### src/rtl/rr_pop_arbiter_pkg.sv
// Shared constants and FSM encoding for the round-robin pop arbiter that moves
// words from the source FIFO bank to the destination FIFO bank.
package rr_pop_arbiter_pkg;

  localparam int DATA_W_DEF   = 12;
  localparam int DEST_MSB_DEF = 11;
  localparam int NUM_PORTS    = 4;

  typedef enum logic [2:0] {
    IDLE = 3'd0,
    POP  = 3'd1,
    WAIT = 3'd2,
    PUSH = 3'd3,
    HOLD = 3'd4
  } state_e;

endpackage

### src/rtl/rr_pop_arbiter_rr_select.sv
// Combinational 4-way round-robin picker: the first requester after last_grant
// (wrapping mod 4) wins.
module rr_select
  import rr_pop_arbiter_pkg::*;
(
  input  logic [NUM_PORTS-1:0] request,
  input  logic [1:0]           last_grant,
  output logic [1:0]           grant,
  output logic                 grant_valid
);

  logic [1:0] idx;

  // Walk from furthest to nearest so the nearest requester overwrites the rest.
  always_comb begin
    grant       = '0;
    grant_valid = 1'b0;
    idx         = '0;
    for (int i = NUM_PORTS; i >= 1; i--) begin
      idx = last_grant + 2'(i);
      if (request[idx]) begin
        grant       = idx;
        grant_valid = 1'b1;
      end
    end
  end

endmodule

### src/rtl/rr_pop_arbiter.sv
// Pops words from four source FIFOs in round-robin order and steers each one to
// the destination FIFO named by its class bits, waiting out almost_full.
module rr_pop_arbiter
  import rr_pop_arbiter_pkg::*;
#(
  parameter int DATA_W   = DATA_W_DEF,
  parameter int DEST_MSB = DEST_MSB_DEF
) (
  input  logic                          clk,
  input  logic                          reset,
  input  logic [NUM_PORTS-1:0]          src_empty,
  input  logic [NUM_PORTS*DATA_W-1:0]   src_data,
  output logic [NUM_PORTS-1:0]          src_pop,
  input  logic [NUM_PORTS-1:0]          dst_almost_full,
  output logic [NUM_PORTS-1:0]          dst_push,
  output logic [DATA_W-1:0]             dst_data,
  output logic                          busy
);

  state_e                 state_q, state_d;
  logic [1:0]             last_grant_q, last_grant_d;
  logic [NUM_PORTS-1:0]   src_pop_q, src_pop_d;
  logic [NUM_PORTS-1:0]   dst_push_q, dst_push_d;
  logic [DATA_W-1:0]      dst_data_q, dst_data_d;
  logic [DATA_W-1:0]      hold_word_q, hold_word_d;
  logic [1:0]             hold_dest_q, hold_dest_d;
  logic                   busy_q, busy_d;

  logic [1:0]             grant;
  logic                   grant_valid;
  logic [DATA_W-1:0]      src_word [NUM_PORTS];
  logic [DATA_W-1:0]      cap_word;
  logic [1:0]             cap_dest;

  for (genvar i = 0; i < NUM_PORTS; i++) begin : g_unpack
    assign src_word[i] = src_data[i*DATA_W +: DATA_W];
  end

  rr_select u_rr_select (
    .request     (~src_empty),
    .last_grant  (last_grant_q),
    .grant       (grant),
    .grant_valid (grant_valid)
  );

  always_ff @(posedge clk) begin
    if (!reset) begin
      state_q      <= IDLE;
      last_grant_q <= 2'd3;
      src_pop_q    <= '0;
      dst_push_q   <= '0;
      dst_data_q   <= '0;
      hold_word_q  <= '0;
      hold_dest_q  <= '0;
      busy_q       <= 1'b0;
    end else begin
      state_q      <= state_d;
      last_grant_q <= last_grant_d;
      src_pop_q    <= src_pop_d;
      dst_push_q   <= dst_push_d;
      dst_data_q   <= dst_data_d;
      hold_word_q  <= hold_word_d;
      hold_dest_q  <= hold_dest_d;
      busy_q       <= busy_d;
    end
  end

  // Pop and push default low so each pulse lasts exactly one cycle.
  always_comb begin
    state_d      = state_q;
    last_grant_d = last_grant_q;
    src_pop_d    = '0;
    dst_push_d   = '0;
    dst_data_d   = dst_data_q;
    hold_word_d  = hold_word_q;
    hold_dest_d  = hold_dest_q;
    cap_word     = src_word[last_grant_q];
    cap_dest     = cap_word[DEST_MSB -: 2];

    case (state_q)
      IDLE: begin
        if (grant_valid) begin
          src_pop_d[grant] = 1'b1;
          last_grant_d     = grant;
          state_d          = POP;
        end
      end
      POP: state_d = WAIT;
      WAIT: begin
        if (!dst_almost_full[cap_dest]) begin
          dst_data_d           = cap_word;
          dst_push_d[cap_dest] = 1'b1;
          state_d              = PUSH;
        end else begin
          hold_word_d = cap_word;
          hold_dest_d = cap_dest;
          state_d     = HOLD;
        end
      end
      HOLD: begin
        if (!dst_almost_full[hold_dest_q]) begin
          dst_data_d              = hold_word_q;
          dst_push_d[hold_dest_q] = 1'b1;
          state_d                 = PUSH;
        end
      end
      PUSH:    state_d = IDLE;
      default: state_d = IDLE;
    endcase

    busy_d = (state_d != IDLE);
  end

  assign src_pop  = src_pop_q;
  assign dst_push = dst_push_q;
  assign dst_data = dst_data_q;
  assign busy     = busy_q;

endmodule

### config.mk
export PLATFORM = sky130hd
export DESIGN_NAME = rr_pop_arbiter
export DESIGN_NICKNAME = d
export VERILOG_FILES = /design/src/rtl/rr_pop_arbiter_pkg.sv /design/src/rtl/rr_pop_arbiter_rr_select.sv /design/src/rtl/rr_pop_arbiter.sv
export SDC_FILE = /design/constraint.sdc
export NUM_CORES = 1
export LEC_CHECK = 0
export CORE_UTILIZATION = 35
export CTS_BUF_LIST = sky130_fd_sc_hd__clkbuf_4 sky130_fd_sc_hd__clkbuf_8 sky130_fd_sc_hd__clkbuf_16
export CTS_CLUSTER_SIZE = 14
export DETAILED_ROUTE_END_ITERATION = 7
export GPL_TIMING_DRIVEN = 0
export PLACE_DENSITY = 0.66
export SLEW_MARGIN = 10
export SYNTH_ARGS = -nofsm -noshare
export SYNTH_HDL_FRONTEND = slang
export SYNTH_SLANG_ARGS = --single-unit
### constraint.sdc
create_clock -name clk -period 3 [get_ports clk]
set_input_delay 0.3 -clock clk [delete_from_list [all_inputs] [get_ports clk]]
set_output_delay 0.3 -clock clk [all_outputs]
set_load 0.02 [all_outputs]
==> implementation parameters, run 1 <==
Parameter                              Value

Logic synthesis
  Syn Nets ... 286
  Yosys warnings ... 0
  Library cell with the largest summed area after synthesis ... sky130_fd_sc_hd__dfxtp_1
  Average cell area after synthesis ... a little over 9 µm²
  Netlist Area Pre-Place ... 2130 µm²
  Portion of synthesized cell area occupied by the leading cell type ... between 30 and 40%
  Post-synthesis register bit count ... 38
  Part of the Yosys area used for sequential elements ... a little over a third
  Count of unique library cells instantiated by Yosys ... 33
  Count of mapped cells out of synthesis ... 228
  Main area contributors after synthesis ... sky130_fd_sc_hd__dfxtp_1 36%, sky130_fd_sc_hd__mux4_2 14%, sky130_fd_sc_hd__mux2i_1 11%

Place
  Port buffer count ... 77
  Global placer's final weighted congestion ... 0.802
  Detailed Place HPWL ... 4.37 mm

Worst setup path
  Critical path class ... reg -> reg
  Number of cells on the worst reg-to-reg path ... 7
  Arr. time, crit path ... 2.53 ns
  Required time worst endpoint ... 3.18 ns
  Category of the worst setup path capture point ... register
  Launch point of the worst reg-to-reg path ... last_grant_q[0]
  Crit path max fanout ... 10
  Reg2reg end ... hold_word_q[9]
  CP startpoint kind ... register
  Internal reg-to-reg setup slack ... approximately 0.64 ns

Global routing
  Number of global-route vias before repair ... between 1,500 and 2,000
  Wire length of the first global-routing pass ... a little under 9 mm
  Congestion Overflow GR ... 0
  Overall Global Routing Usage ... 18.5%
  Maximum number of pins on one net before global-route repair ... 13
  Number of antenna violations at the first check in global routing ... 0

Clocking
  Buffers from clock root to sink, at most ... 2
  Number of H-tree levels ... 2
  CTS sink count ... 38
  Hold buffer count at cts ... 0
  Setup Buffers After CTS ... 0
  Clock insertion delay at the later pin of the skew report ... 0.29 ns
  Buffer cell driving the clock tree root ... sky130_fd_sc_hd__clkbuf_8
  CTS-repair resized insts ... 0
  Clock tree from TritonCTS ... done
  Number of buffers created by CTS ... 5
  Clock-pin slew reported for the worst setup and hold paths after clock tree synthesis ... 0.08 ns

Routing
  Total Wirelength ... 5.69 mm
  Number of DRC violations after detailed routing ... 0
  Average routed wire per standard cell ... 14.7 µm
  Via/cell ratio ... 5.17
  Number of violations reported at the end of detailed-routing iteration 0 ... 86
  Vias ... 2,007
  Routed Antenna Nets ... 0
  Number of search-and-repair iterations in the first detailed-routing pass ... 4

Power and ir drop
  Leakage power ... 1.21 nW
  Peak supply drop ... 0.228 mV
  Power density relative to cell area ... 577 nW/µm²
  Tot Pwr ... 1.79 mW

Final layout
  Most frequent standard cell in the layout excluding fill and tap cells ... sky130_fd_sc_hd__clkdlybuf4s50_1
  Fraction of final layout cells sized beyond drive strength 1 ... between 10% and 20%
  Area used by sequential logic in the layout ... 761 µm²
  Area occupied by multi-input gates ... approximately 1300 µm²
  Commonest cells after routing, fill and taps aside ... 77 x sky130_fd_sc_hd__clkdlybuf4s50_1, 43 x sky130_fd_sc_hd__nand2_1, 38 x sky130_fd_sc_hd__dfxtp_1
  Layout filler cell count ... between 500 and 600
  Area Growth Syn to Fin ... 45.7%
  Fin nets ... 370
  # diodes ... 0

Die
  Core area ... approximately 5900 µm²
  Initial core utilization ... roughly 36%
  Die Area ... between 6000 and 7000 µm²
  Die Span Y ... 80.0 µm
  Chip width ... about 80 µm
  Num rows ... 28
  Ports ... 79

Min path
  Worst min-delay path startpoint ... reset
  Capture endpoint of the worst hold path ... dst_data[0]
  Instance count along the most critical hold path ... 3
  Classification of the worst-slack hold path ... in -> reg

Timing
  Worst max-slew margin expressed relative to the limit ... 49.2%
  Crit path time final ... 2.36 ns
  Final hold vios ... 0
  Hold slack ... 0.440 ns
  Final setup violation count ... 0
  Setup repair after global routing missed its margin ... no
  Final Skew ... 0.00599 ns
  Final worst path period share ... 78.6%
  Highest clock frequency the design can meet ... around 420 MHz
  Worst slew pin tran ... 0.762 ns
  Setup tns final ... 0 ns
  Final Max Tran Viols ... 0

Flow run
  Number of max-cap violations ... 0

Run status
  Result of the run ... finished, final reports clean
==> layout make-up <==
class | instances | share of cell area, %
Timing Repair Buffer | 77 | 24.8
Tap cell | 75 | 3.03
Multi-Input combinational cell | 170 | 40.5
Clock buffer | 5 | 2.22
Buffer | 17 | 3.27
Sequential cell | 38 | 24.5
Clock inverter | 3 | 1.29
Inverter | 3 | 0.363
==> kinds of logic after synthesis <==
group / Yosys count / synth area share [%]
and+or+nand+nor: 89 / 18.6
buffers and inverters: 20 / 5.29
DFF: 38 / 35.7
muxes: 49 / 31.5
xor gates and xnor gates: 1 / 0.412
AOI/OAI and AO/OA: 31 / 8.47
==> worst max-delay path by stage <==
stage,cells past startpoint,startpoint,slack (ns),to
6_report,7,last_grant_q[0],0.64,hold_word_q[9]
2_1_floorplan,8,last_grant_q[0],0.95,dst_data[10]
4_1_cts,7,last_grant_q[0],0.67,hold_word_q[9]
5_1_grt,7,last_grant_q[0],0.45,hold_word_q[7]
3_3_place_gp,7,src_data[46],0.57,hold_word_q[9]
3_5_place_dp,7,src_data[46],0.51,hold_word_q[2]
==> state kept, by name, summed over array words and instances, names as in the netlist <==
register      cells
last_grant_q      2
state_q           3
dst_push          4
hold_word_q      12
busy              1
dst_data         12
src_pop           4
==> synthesized netlist by cell type (all sizes together) <==
library cell   n
nand2         43
dfxtp         38
mux2i         23
nor2          17
o21ai         17
nand3         14
mux2          13
mux4          13
buf            9
clkbuf         8
a21oi          5
nor3           5
inv            3
nor2b          3
a21boi         2
a22oi          2
nand3b         2
a221oi         1
a31oi          1
nand2b         1
nand4          1
nand4b         1
nor3b          1
o211ai         1
o21a           1
o311a          1
or3            1
xnor2          1
==> critical path, stage by stage (launching register included) <==
cell and delay (ns):
sky130_fd_sc_hd__dfxtp_1 0.33, sky130_fd_sc_hd__buf_6 0.17, sky130_fd_sc_hd__mux2i_1 0.45, sky130_fd_sc_hd__mux2i_1 0.21, sky130_fd_sc_hd__mux4_2 0.55, sky130_fd_sc_hd__nor2_4 0.16, sky130_fd_sc_hd__clkbuf_2 0.25, sky130_fd_sc_hd__o21ai_0 0.12
==> power breakdown <==
part	leakage, nW	switching, mW	internal, mW
logic	0.841	0.363	0.389
clock network	0.0579	0.189	0.245
registers	0.309	0.0367	0.566
total	1.21	0.589	1.20
==> metrics by stage <==
step,std cells,cell area (µm²),worst slack (ns),util (%)
detailed placement,380,2990,0.513,50.9
CTS,388,3100,0.670,52.7
floorplan,228,2130,0.954,-
global placement,380,2990,0.568,50.9
finish,388,3100,0.641,52.7
global route,388,3100,0.449,52.7
==> per-layer routing <==
| metal | wire [µm] | global-route usage (%) | up-vias |
|---|---|---|---|
| met5 | 0 | 0 | - |
| met1 | 2510 | 23.6 | 952 |
| li1 | - | - | 984 |
| met2 | 2830 | 31.4 | 65 |
| met4 | 64 | 5.36 | 0 |
| met3 | 283 | 3.66 | 6 |
(Power assumes the default switching activity.)
==> run 2, diff against run 1 <==
clock period = 2.4 ns   (was 3 ns; I/O delays follow)
==> implementation parameters, run 2 (synthesis gave the netlist of run 1 again) <==
Parameter                              Value

Timing
  Final Skew ... 0.00473 ns
  Final hold vios ... 0
  Setup tns final ... 0 ns
  Final Max Tran Viols ... 0
  Worst max-slew margin expressed relative to the limit ... between 50% and 60%
  Worst slew pin tran ... 0.737 ns
  Final setup violation count ... 0
  Final worst path period share ... between 90% and 100%
  Crit path time final ... 2.27 ns
  Highest clock frequency the design can meet ... 440 MHz
  PnR worst setup slack ... 0.125 ns
  Setup repair after global routing missed its margin ... yes
  Hold slack ... 0.381 ns

Clocking
  CTS sink count ... 38
  Clock-pin slew reported for the worst setup and hold paths after clock tree synthesis ... 0.08 ns
  Clock insertion delay at the later pin of the skew report ... slightly below 0.3 ns
  Clock tree from TritonCTS ... done
  Buffers from clock root to sink, at most ... 2
  Number of buffers created by CTS ... 5
  Buffer cell driving the clock tree root ... sky130_fd_sc_hd__clkbuf_8
  Number of H-tree levels ... 2

Worst setup path
  Crit path max fanout ... 10
  CP startpoint kind ... register
  Critical path class ... reg -> reg
  Required time worst endpoint ... approximately 2.6 ns
  Category of the worst setup path capture point ... register
  Arr. time, crit path ... 2.50 ns

Power and ir drop
  Power density relative to cell area ... 722 nW/µm²
  Leakage power ... around 1.2 nW
  Tot Pwr ... 2.26 mW
  Peak supply drop ... 0.283 mV

Final layout
  Fin util ... a little over half
  Commonest cells after routing, fill and taps aside ... 77 x sky130_fd_sc_hd__clkdlybuf4s50_1, 43 x sky130_fd_sc_hd__nand2_1, 38 x sky130_fd_sc_hd__dfxtp_1
  Fin nets ... approximately 370
  Layout filler cell count ... 571
  Number of standard cells in the final layout excluding fillers ... 390
  Most frequent standard cell in the layout excluding fill and tap cells ... sky130_fd_sc_hd__clkdlybuf4s50_1
  Post-layout instance area ... 3120 µm²
  Area Growth Syn to Fin ... 46.8%
  Fraction of final layout cells sized beyond drive strength 1 ... between 10% and 20%
  # diodes ... 0

Die
  Core area ... 5890 µm²
  Ports ... 79
  Chip width ... about 80 µm
  Num rows ... 28
  Initial core utilization ... 36.2%
  Die Span Y ... 80.0 µm
  Die Area ... ~6400 µm²

Routing
  Routed Antenna Nets ... 0
  Number of search-and-repair iterations in the first detailed-routing pass ... 4
  M1 wire length ... 2.55 mm
  Met3 wire len ... 247 µm
  Uppermost metal layer occupied by signal nets ... met4
  Metal2 WL ... between 2 and 3 mm
  Via/cell ratio ... 5.11
  Number of violations reported at the end of detailed-routing iteration 0 ... 74
  Average routed wire per standard cell ... 14.6 µm
  Number of DRC violations after detailed routing ... 0
  Vias ... 1,994
  Total Wirelength ... 5.71 mm

Place
  Pre-CTS setup slack ... -0.0270 ns
  Global placer's final weighted congestion ... approximately 0.80
  Standard cell area after detailed placement ... 2990 µm²
  Detailed Place HPWL ... 4.37 mm
  Port buffer count ... 77
  Number of cells after detailed placement ... 380

Min path
  Classification of the worst-slack hold path ... in -> reg

Global routing
  Congestion Overflow GR ... 0
  Number of antenna violations at the first check in global routing ... 0
  Overall Global Routing Usage ... 18.5%
  Number of global-route vias before repair ... 1,887
  Maximum number of pins on one net before global-route repair ... 13
  Wire length of the first global-routing pass ... 8.94 mm

Run status
  Result of the run ... finished, final reports clean

Flow run
  Number of max-cap violations ... 0
==> run 2: changes by cell type in the layout (fill, tap and decap cells not counted), sizes merged <==
cell,change
buf,+2
==> run 2: repair_timing <==
item	CTS	global route
endpoints found under the hold margin	0	0
setup endpoints to repair	0	23
gates resized for setup	0	2
buffers inserted	0	2
hold buffers	0	0
==> run 2: routing by layer <==
metal  vias up  GRT usage, %
met3         6          3.66
met2        51          31.4
met4         0          5.36
met1       951          23.6
met5         -             0
li1        986             -
==> run 2: final timing paths <==
path	to	slack, ns	depth (start not counted)	from
hold / removal	hold_word_q[1]	0.38	3	reset
setup / recovery	dst_data[8]	0.13	8	last_grant_q[0]
setup reg to reg	dst_data[8]	0.13	8	last_grant_q[0]
hold reg to reg	hold_word_q[0]	0.46	2	hold_word_q[0]
==> run 2: worst max-delay path: stages, from the launching register on <==
cell and delay, ns:
sky130_fd_sc_hd__dfxtp_1 0.33, sky130_fd_sc_hd__buf_6 0.17, sky130_fd_sc_hd__mux4_2 0.61, sky130_fd_sc_hd__mux2_2 0.30, sky130_fd_sc_hd__nand3_1 0.08, sky130_fd_sc_hd__o311a_1 0.22, sky130_fd_sc_hd__buf_6 0.15, sky130_fd_sc_hd__buf_8 0.16
sky130_fd_sc_hd__mux2i_1 0.18
==> run 2: area by class of cell <==
cell class / instances / area (µm²) / area share, %
Multi-Input combinational cell: 170 / 1260 / 40.4
Timing Repair Buffer: 79 / 786 / 25.2
Inverter: 3 / 11.3 / 0.360
Sequential cell: 38 / 761 / 24.3
Buffer: 17 / 101 / 3.24
Clock buffer: 5 / 68.8 / 2.20
Clock inverter: 3 / 40.0 / 1.28
Tap cell: 75 / 93.8 / 3.00
==> run 2: where the power goes <==
part / internal, mW / switching (mW) / total, mW
combinational: 0.502 / 0.460 / 0.962
clock: 0.306 / 0.235 / 0.541
sequential: 0.708 / 0.0455 / 0.753
total: 1.52 / 0.741 / 2.26
==> run 3, diff against run 2 <==
CORE_UTILIZATION = 25   (was 35)
CTS_CLUSTER_SIZE = 10   (was 14)
PLACE_DENSITY = not set   (was 0.66)
clock period = 2.88 ns   (was 2.4 ns; I/O delays follow)
==> implementation parameters, run 3 (synthesis gave the netlist of run 1 again) <==
Parameter                              Value

Run status
  Result of the run ... finished, final reports clean

Place
  Port buffer count ... 77
  Detailed Place HPWL ... around 4.5 mm
  Standard cell area after detailed placement ... about 3000 µm²
  Global placer's final weighted congestion ... 0.795

Timing
  Crit path time final ... 2.26 ns
  Final worst path period share ... 78.6%
  Worst max-slew margin expressed relative to the limit ... 47.6%
  Final Skew ... 0.00639 ns
  Setup repair after global routing missed its margin ... no
  Final hold vios ... 0
  Final Max Tran Viols ... 0
  Setup tns final ... 0 ns
  Highest clock frequency the design can meet ... 442 MHz
  Worst slew pin tran ... 0.787 ns
  Final setup violation count ... 0

Min path
  Classification of the worst-slack hold path ... in -> reg
  Worst min-delay path startpoint ... reset

Routing
  Number of violations reported at the end of detailed-routing iteration 0 ... 50
  Routed Antenna Nets ... 0
  Average routed wire per standard cell ... 13.7 µm
  Via/cell ratio ... approximately 4.7
  Number of DRC violations after detailed routing ... 0
  Vias ... 1,953
  Number of search-and-repair iterations in the first detailed-routing pass ... 4
  Total Wirelength ... 5.71 mm

Worst setup path
  Launch point of the worst reg-to-reg path ... last_grant_q[0]
  CP startpoint kind ... register
  Most Frequent Cell on Critical Path ... sky130_fd_sc_hd__buf_6
  Cell breakdown of the critical path ... buf_6 > mux4_2 > mux2_2 > nand3_1 > o311a_1 > buf_6 > buf_8 > mux2i_1
  Stage delay of the slowest cell on the critical path ... a little over 0.6 ns
  Delay-heaviest family, CP ... multiplexers
  Critical path launch point ... last_grant_q[0]
  Crit path buf inv count ... 3
  Category of the worst setup path capture point ... register
  Crit path max fanout ... 10
  Critical-path top delay cell ... sky130_fd_sc_hd__mux4_2
  Critical path class ... reg -> reg
  Required time worst endpoint ... about 3.1 ns
  Arr. time, crit path ... roughly 2.5 ns

Clocking
  Clock tree from TritonCTS ... done
  Clock insertion delay at the later pin of the skew report ... slightly below 0.3 ns
  Number of buffers created by CTS ... 5
  Clock-pin slew reported for the worst setup and hold paths after clock tree synthesis ... around 0.080 ns
  Hold buffer count at cts ... 0
  Number of H-tree levels ... 2
  CTS-repair resized insts ... 0
  Buffers from clock root to sink, at most ... 2
  Setup Buffers After CTS ... 0
  Buffer cell driving the clock tree root ... sky130_fd_sc_hd__clkbuf_8
  CTS sink count ... 38

Global routing
  Congestion Overflow GR ... 0
  Number of global-route vias before repair ... 1,919
  Overall Global Routing Usage ... 13.3%
  Number of antenna violations at the first check in global routing ... 0
  Wire length of the first global-routing pass ... 9.01 mm
  Maximum number of pins on one net before global-route repair ... 13

Flow run
  Number of max-cap violations ... 0

Die
  Die Area ... 8890 µm²
  Chip width ... roughly 94 µm
  Die Span Y ... 94.3 µm
  Initial core utilization ... 25.9%
  Core area ... 8220 µm²
  Num rows ... 33
  Ports ... 79

Final layout
  Fin nets ... between 300 and 400
  Area Growth Syn to Fin ... 46.9%
  # diodes ... 0
  Commonest cells after routing, fill and taps aside ... 77 x sky130_fd_sc_hd__clkdlybuf4s50_1, 43 x sky130_fd_sc_hd__nand2_1, 38 x sky130_fd_sc_hd__dfxtp_1
  Most frequent standard cell in the layout excluding fill and tap cells ... sky130_fd_sc_hd__clkdlybuf4s50_1
  Post-layout instance area ... ~3100 µm²
  Fraction of final layout cells sized beyond drive strength 1 ... 13.4%
  Layout filler cell count ... 828
  Fin util ... 38.0%

Power and ir drop
  Leakage power ... between 1 and 1.5 nW
  Peak supply drop ... 0.194 mV
  Power density relative to cell area ... 575 nW/µm²
[run 3: path summary, 6_finish.rpt]
kind	cells after the start	endpoint	slack, ns
max	8	dst_data[9]	0.62
min	3	hold_word_q[2]	0.42
max reg2reg	8	dst_data[9]	0.62
min reg2reg	2	hold_word_q[2]	0.46
[run 3: metrics by stage]
step	setup WS, ns	hold WS [ns]	std cells	power [mW]
after floorplan	0.834	0.432	228	1.17
after global placement	0.460	0.441	410	1.42
after detailed placement	0.443	0.448	410	1.43
after CTS	0.576	0.416	418	1.81
after global routing	0.411	0.433	418	1.91
final	0.616	0.421	418	1.80
[run 3: area by class of cell]
| type | instances | area, µm² | area share [%] |
|---|---|---|---|
| flip-flops and latches | 38 | 761 | 24.3 |
| repair buffers | 77 | 771 | 24.7 |
| clock inverters | 2 | 12.5 | 0.400 |
| multi-input cells | 170 | 1250 | 40.2 |
| plain buffers | 17 | 101 | 3.24 |
| well taps | 105 | 131 | 4.20 |
| clock buffers | 6 | 82.6 | 2.64 |
| inverters | 3 | 11.3 | 0.360 |
[run 3: where the power goes]
part,internal (mW),leakage (nW),switching (mW)
clock network,0.193,0.0472,0.195
registers,0.590,0.309,0.0373
logic,0.405,0.841,0.376
total,1.19,1.20,0.609
[run 3: layer usage]
| layer | up-vias | routed length, µm | global-route usage [%] |
|---|---|---|---|
| met5 | - | 0 | 0 |
| met2 | 54 | 2730 | 21.7 |
| li1 | 980 | - | - |
| met1 | 905 | 2490 | 16.2 |
| met4 | 0 | 206 | 8.08 |
| met3 | 14 | 276 | 2.35 |
[run 3: worst min-delay path, cell delays in order]
cell and delay [ns]:
sky130_fd_sc_hd__clkbuf_1 0.20, sky130_fd_sc_hd__nand2_1 0.12, sky130_fd_sc_hd__o21ai_0 0.06
